===== src/rtl/contador_universal_mod.sv =====
// Bounded up/down counter with programmable step, wrap-or-saturate mode,
// registered wrap/saturation pulses and a sticky overflow flag.
module contador_universal_mod #(
  parameter int N       = 8,
  parameter int STEP_W  = 4,
  parameter int RST_VAL = 0
) (
  input  logic              clk,
  input  logic              reset,
  input  logic              syn_clr,
  input  logic              load,
  input  logic              en,
  input  logic              up,
  input  logic              sat_mode,
  input  logic [STEP_W-1:0] step,
  input  logic [N-1:0]      lo,
  input  logic [N-1:0]      hi,
  input  logic [N-1:0]      d,
  input  logic              ovf_clr,
  output logic [N-1:0]      q,
  output logic              max_tick,
  output logic              min_tick,
  output logic              wrap_tick,
  output logic              sat_flag,
  output logic              ovf,
  output logic              cfg_err
);

  // One guard bit above the wider of q and step so sums never alias.
  localparam int W = ((STEP_W > N) ? STEP_W : N) + 1;
  localparam logic [N-1:0] RST_Q = RST_VAL[N-1:0];

  logic [N-1:0] q_q, q_d;
  logic         wrap_q, wrap_d;
  logic         sat_q, sat_d;
  logic         ovf_q, ovf_d;
  logic         evt;

  logic [W-1:0] q_ext, step_ext, lo_ext, hi_ext;
  logic [W-1:0] up_sum, dn_floor;

  assign q_ext    = W'(q_q);
  assign step_ext = W'(step);
  assign lo_ext   = W'(lo);
  assign hi_ext   = W'(hi);
  assign up_sum   = q_ext + step_ext;
  // q - step >= lo is evaluated as q >= lo + step to stay unsigned.
  assign dn_floor = lo_ext + step_ext;

  assign cfg_err = (lo > hi);

  always_comb begin
    q_d = q_q;
    evt = 1'b0;
    if (syn_clr) begin
      q_d = lo;
    end else if (load) begin
      if (cfg_err)     q_d = d;
      else if (d < lo) q_d = lo;
      else if (d > hi) q_d = hi;
      else             q_d = d;
    end else if (!cfg_err && en && (step != '0)) begin
      if (up) begin
        if (up_sum > hi_ext) begin
          evt = 1'b1;
          q_d = sat_mode ? hi : lo;
        end else begin
          q_d = up_sum[N-1:0];
        end
      end else begin
        if (q_ext < dn_floor) begin
          evt = 1'b1;
          q_d = sat_mode ? lo : hi;
        end else begin
          q_d = N'(q_ext - step_ext);
        end
      end
    end
    wrap_d = evt & ~sat_mode;
    sat_d  = evt & sat_mode;
    // A new event outranks a simultaneous clear request.
    ovf_d  = evt | (ovf_q & ~ovf_clr);
  end

  always_ff @(posedge clk or negedge reset) begin
    if (!reset) begin
      q_q    <= RST_Q;
      wrap_q <= 1'b0;
      sat_q  <= 1'b0;
      ovf_q  <= 1'b0;
    end else begin
      q_q    <= q_d;
      wrap_q <= wrap_d;
      sat_q  <= sat_d;
      ovf_q  <= ovf_d;
    end
  end

  assign q         = q_q;
  assign wrap_tick = wrap_q;
  assign sat_flag  = sat_q;
  assign ovf       = ovf_q;
  assign max_tick  = (q_q == hi);
  assign min_tick  = (q_q == lo);

endmodule


===== config.mk =====
export PLATFORM = sky130hd
export DESIGN_NAME = contador_universal_mod
export DESIGN_NICKNAME = d
export VERILOG_FILES = /design/src/rtl/contador_universal_mod.sv
export SDC_FILE = /design/constraint.sdc
export NUM_CORES = 1
export LEC_CHECK = 0
export ABC_AREA = 1
export BUFFER_PORTS_ARGS = -buffer_cell sky130_fd_sc_hd__buf_2
export CAP_MARGIN = 20
export CORE_MARGIN = 3
export CORE_UTILIZATION = 64
export CTS_CLUSTER_SIZE = 16
export DETAILED_ROUTE_END_ITERATION = 8
export GPL_TIMING_DRIVEN = 0
export HOLD_SLACK_MARGIN = 0.05
export PLACE_DENSITY_LB_ADDON = 0.1
export SLEW_MARGIN = 20
export SYNTH_ARGS = -nofsm -noshare
export SYNTH_HDL_FRONTEND = slang
export SYNTH_SLANG_ARGS = --single-unit

===== constraint.sdc =====
create_clock -name clk -period 6.1 [get_ports clk]
set_input_delay 0 -clock clk [delete_from_list [all_inputs] [get_ports clk]]
set_output_delay 0 -clock clk [all_outputs]
set_load 0.02 [all_outputs]

Yosys cells after proc, flatten, opt, wreduce, memory -nomap -nowiden
Index checks and enable logic that the tools add are counted.

word-level totals
  flip-flop bits (word level) = 11
  input bits = 36
  output and inout port bits = 14
  logic and storage cells = 42

operators by class
  add/subtract/negate cells = 3
  $lt $le $gt $ge = 5
  equality and inequality tests = 2
  multiplexer cells = 17
  bitwise gates (word level) = 6
  reduce and logical (&&, ||, !) cells = 5

operators by type and width
  kind                                           number
  8-bit two-way mux                              11
  8-bit by 4-bit adder with 9-bit output         2
  8-bit equality test                            2
  8-bit > comparator                             2
  9-bit by 8-bit > comparator with 1-bit output  1
  8-bit by 9-bit < comparator with 1-bit output  1
  8-bit < comparator                             1
  8-bit by 4-bit subtractor with 8-bit output    1
  1-bit two-way mux                              6
  4-bit nonzero test                             1
  1-bit AND                                      3
  3-bit nonzero test                             1
  1-bit logical AND                              2
  1-bit NOT                                      2
  1-bit logical NOT                              1
  1-bit bitwise OR                               1

Depth between registers and ports, before layout
  depth after elaboration = 8
  depth in mapped cells = 26
  gate-level depth less buffers = 25

Worst setup path after synthesis
Ideal clock, no wire load.

  path type = register to register
  start = reg q_q[0], in the netlist q[0]
  end = reg q_q[4], in the netlist q[4]
  arrival time = 2.806 ns
  required time = 5.978 ns
  path slack = 3.173 ns
  stages on the path, launching flop included = 20
  path buffers = 0
  period minus slack after synthesis = 2.927 ns
  cells stage by stage = dfrtp_1 -> ha_1 -> fa_1 -> nand2_1 -> nand3_1 -> nand3_1 -> xor2_1 -> ha_1 -> nand2_1 -> inv_1 -> o21ai_0 -> nand3_1 -> nand2_1 -> nand2_4 -> o21ai_0 -> nand2_1 -> nand2_1 -> inv_1 -> nand2_1 -> a21oi_2

on the way
  longest elaborated chain between the ends = 7
  elaborated cells between the ends (all ways) = 10

RTL lines
  item                                           line  source
  from (decl)                                    33    logic [N-1:0] q_q, q_d;
  from (signal assigned)                         92    q_q <= q_d;
  8-bit by 4-bit adder with 9-bit output         46    assign up_sum = q_ext + step_ext;
  9-bit by 8-bit > comparator with 1-bit output  64    if (up_sum > hi_ext) begin
  8-bit two-way mux                              64
  8-bit two-way mux (*)                          63    if (up) begin
  8-bit two-way mux (*)                          62    end else if (!cfg_err && en && (step != '0)) begin
  8-bit two-way mux (*)                          57    end else if (load) begin
  8-bit two-way mux (*)                          55    if (syn_clr) begin

Mark *: on every way between the ends. The rest lies on a longest branch, timed or not. The select of a mux whose other input is x is not followed.
A chain may end at the register's enable or synchronous reset.

Worst setup path in the final report
  start = reg q_q[0], in the netlist q[0]
  end = reg q_q[7], in the netlist q[7]

Same word-level chain as after synthesis.

==> results.tsv <==
metric	value	unit
status	completed	
nNetsFinal	674	
cts_resized	0	
hpwlAfterDp	8080	microns
antenna_left	0	
io_pins	50	
switching_share	54.5	%
ir_drop	0.121	mV
synth_area_leaders	ha_1, nand2_1, nand3_1	
die_x	76.6	microns
routedWlPerCell	15.3	microns
synthDistinctLibCells	34	
pwr-share-comb	73.7	%
drc	0	
via_per_inst	5.64	
drive_gt1_share	13.5	%
hold_violations	0	
vias	3673	
gp_congestion	0.994	
drt-initial-drc-count	303	
synth-seq-area-share	8.62	%
slew_headroom	61.5	%
cts_sinks	11	
synth_edf_count	0	
setup_tns	0	ns
cts_buffer_depth	2	
diodes	0	
grt.overflow.total	0	
syn_area	0.00319	sq mm
period_needed	3.45	ns
final_util	74.8	%
crit_family	simple AND/OR/NAND/NOR gates	
synth-seq-cells	11	
cts_buffers	3	
fin_skew	0.00531	ns
place_area	0.00351	sq mm
cap_violations	0	
grt_setup_unrepaired	no	
p_per_area	191	mW/mm^2
dieArea	0.00587	sq mm
grt_pass1_vias	3516	
rows	25	
crit_fanout	10	
grt_max_degree	12	
slew_violations	0	
clockRootBuffer	clkbuf_8	
holdCritPathClass	in2reg	
yosys_warnings	0	
worstMarginPinSlew	0.575	ns
path_clk_slew	0.05	ns
core_area	0.00479	sq mm
fp.dieH	76.6	microns
leakage	2.08	nW
crit_type	reg2reg	
critPathRequiredTime	6.23	ns
grt_pass1_wl	16600	microns
period_share	56.5	%
slowest_stage	dfrtp_1	
cts_tree	yes	
path_buf_inv	2	
setup_violations	0	
antenna_found_initial	0	
seq_power_share	15.4	%
cts.htree.levels	1	
fin_area	0.00358	sq mm
synth_nets	620	
cp_common_cell	nand2_1	
synth_common_cells	nand2_1, inv_1, nand3_1	
initial_utilization	66.7	%
yosysTopAreaCell	ha_1	
power.switching	0.373	mW
path_cells	ha_1 -> fa_1 -> nand2_1 -> nand3_1 -> nand3_1 -> xor2_1 -> ha_1 -> nand2_1 -> inv_1 -> o21ai_0 -> nand3_1 -> nand2_1 -> nand2_4 -> nand2_1 -> nand3_1 -> nand2_1 -> inv_1 -> nand2_1 -> nand2_1 -> nand2_1 -> nand2_1	
synth.avg_cell_area	6.01	sq um
synthFlopType	dfrtp_1	
critPathArrivalTime	3.58	ns
fmax	0.290	GHz
critPathLaunchType	flop	
areaGrowthSynthToFinish	12.1	%
post-synth-top-count-cell	nand2_1	
slowest_delay	0.49	ns
netlist_instances	531	
intPower	0.311	mW
clkPwrFrac	10.9	%
drt_pass1_iterations	5	
grt.total_usage	34.8	%
yosysTopAreaCellShare	19.6	%
crit_path_end_kind	flop	
drt-total-wl	9940	microns
io_buffers	47	
async_flop_share	100	%
clk_latency	0.24	ns
p_total	0.684	mW
cells in the final DEF (no fill, tap or decap), drive strengths merged:
| master | n |
|---|---|
| buf | 53 |
| clkbuf | 11 |
| dlygate4sd3 | 2 |
| fa | 3 |
| ha | 50 |
| dfrtp | 11 |
| nor3 | 4 |
| a21oi | 40 |
| nor4 | 3 |
| a21boi | 1 |
| clkinv | 2 |
| nor2 | 35 |
| nand3b | 1 |
| or2 | 3 |
| o21ai | 31 |
| xor2 | 15 |
| a21o | 2 |
| nand3 | 66 |
| nand2 | 153 |
| nand4 | 9 |
| inv | 76 |
| o21a | 1 |
| xnor2 | 12 |
state kept, by name (all words and copies together), names as in the netlist:
signal / flops
ovf: 1
wrap_tick: 1
q: 8
sat_flag: 1
per-stage QoR:
step | worst slack [ns] | hold WS [ns] | instances
3_5_place_dp | 2.75 | -0.132 | 645
4_1_cts | 2.73 | 0.102 | 651
5_1_grt | 2.43 | 0.110 | 651
6_report | 2.65 | 0.113 | 651
2_1_floorplan | 3.17 | -0.296 | 531
3_3_place_gp | 2.77 | -0.133 | 645
cell type report:
type | instances | area, sq um
multi-input combinational | 429 | 2540
clock inverter | 1 | 5.00
fill | 432 | 1210
buffer | 14 | 85.1
inverter | 77 | 292
clock buffer | 3 | 41.3
tap | 67 | 83.8
timing repair buffer | 49 | 255
sequential | 11 | 275
power by group through the flow:
stage	logic, mW	clock network [mW]	registers, mW
CTS	0.495	0.0750	0.104
detailed placement	0.491	0	0.105
finish	0.504	0.0744	0.106
floorplan	0.348	0	0.111
global placement	0.476	0	0.105
global route	0.568	0.0803	0.106
worst reg2reg max path: stages, from the launching register on:
cell and delay (ns):
dfrtp_1 0.49, ha_1 0.29, fa_1 0.42, nand2_1 0.08
nand3_1 0.09, nand3_1 0.13, xor2_1 0.31, ha_1 0.33
nand2_1 0.08, inv_1 0.04, o21ai_0 0.13, nand3_1 0.09
nand2_1 0.22, nand2_4 0.13, nand2_1 0.09, nand3_1 0.10
nand2_1 0.08, inv_1 0.04, nand2_1 0.06, nand2_1 0.05
nand2_1 0.05, nand2_1 0.05
layer usage:
layer | vias up | part of all wire [%] | track usage (%) | wire [microns]
met2 | 187 | 44 | 56.9 | 4420
met3 | 30 | 9.0 | 5.44 | 893
met5 | - | 0 | 0 | 0
li1 | 1832 | - | - | -
met1 | 1624 | 42 | 45.2 | 4220
met4 | 0 | 4.2 | 14.9 | 415
logic make-up after synthesis:
| group | count (synthesis) | share of synthesized area, % |
|---|---|---|
| AND/OR/NAND/NOR | 274 | 38.2 |
| buffers and inverters | 91 | 11.8 |
| AO/OA/AOI/OAI | 75 | 12.5 |
| adder cells (fa/ha/maj) | 53 | 21.5 |
| XOR/XNOR | 27 | 7.41 |
| flip-flops | 11 | 8.62 |
path summary, 6_finish.rpt:
path,depth (start not counted),slack (ns),endpoint,start
hold reg to reg,2,0.54,ovf,ovf
max in group asynchronous,2,5.74,q[6],reset
setup reg to reg,21,2.65,q[7],q[0]
hold / removal,4,0.11,q[5],up
min in group asynchronous,2,0.15,q[5],reset
setup / recovery,21,2.65,q[7],q[0]
what timing repair did:
action | 4_1_cts | 5_1_grt
setup buffers | 0 | 0
hold endpoints to repair | 12 | 0
hold buffers | 2 | 0
(Power assumes the default switching activity.)
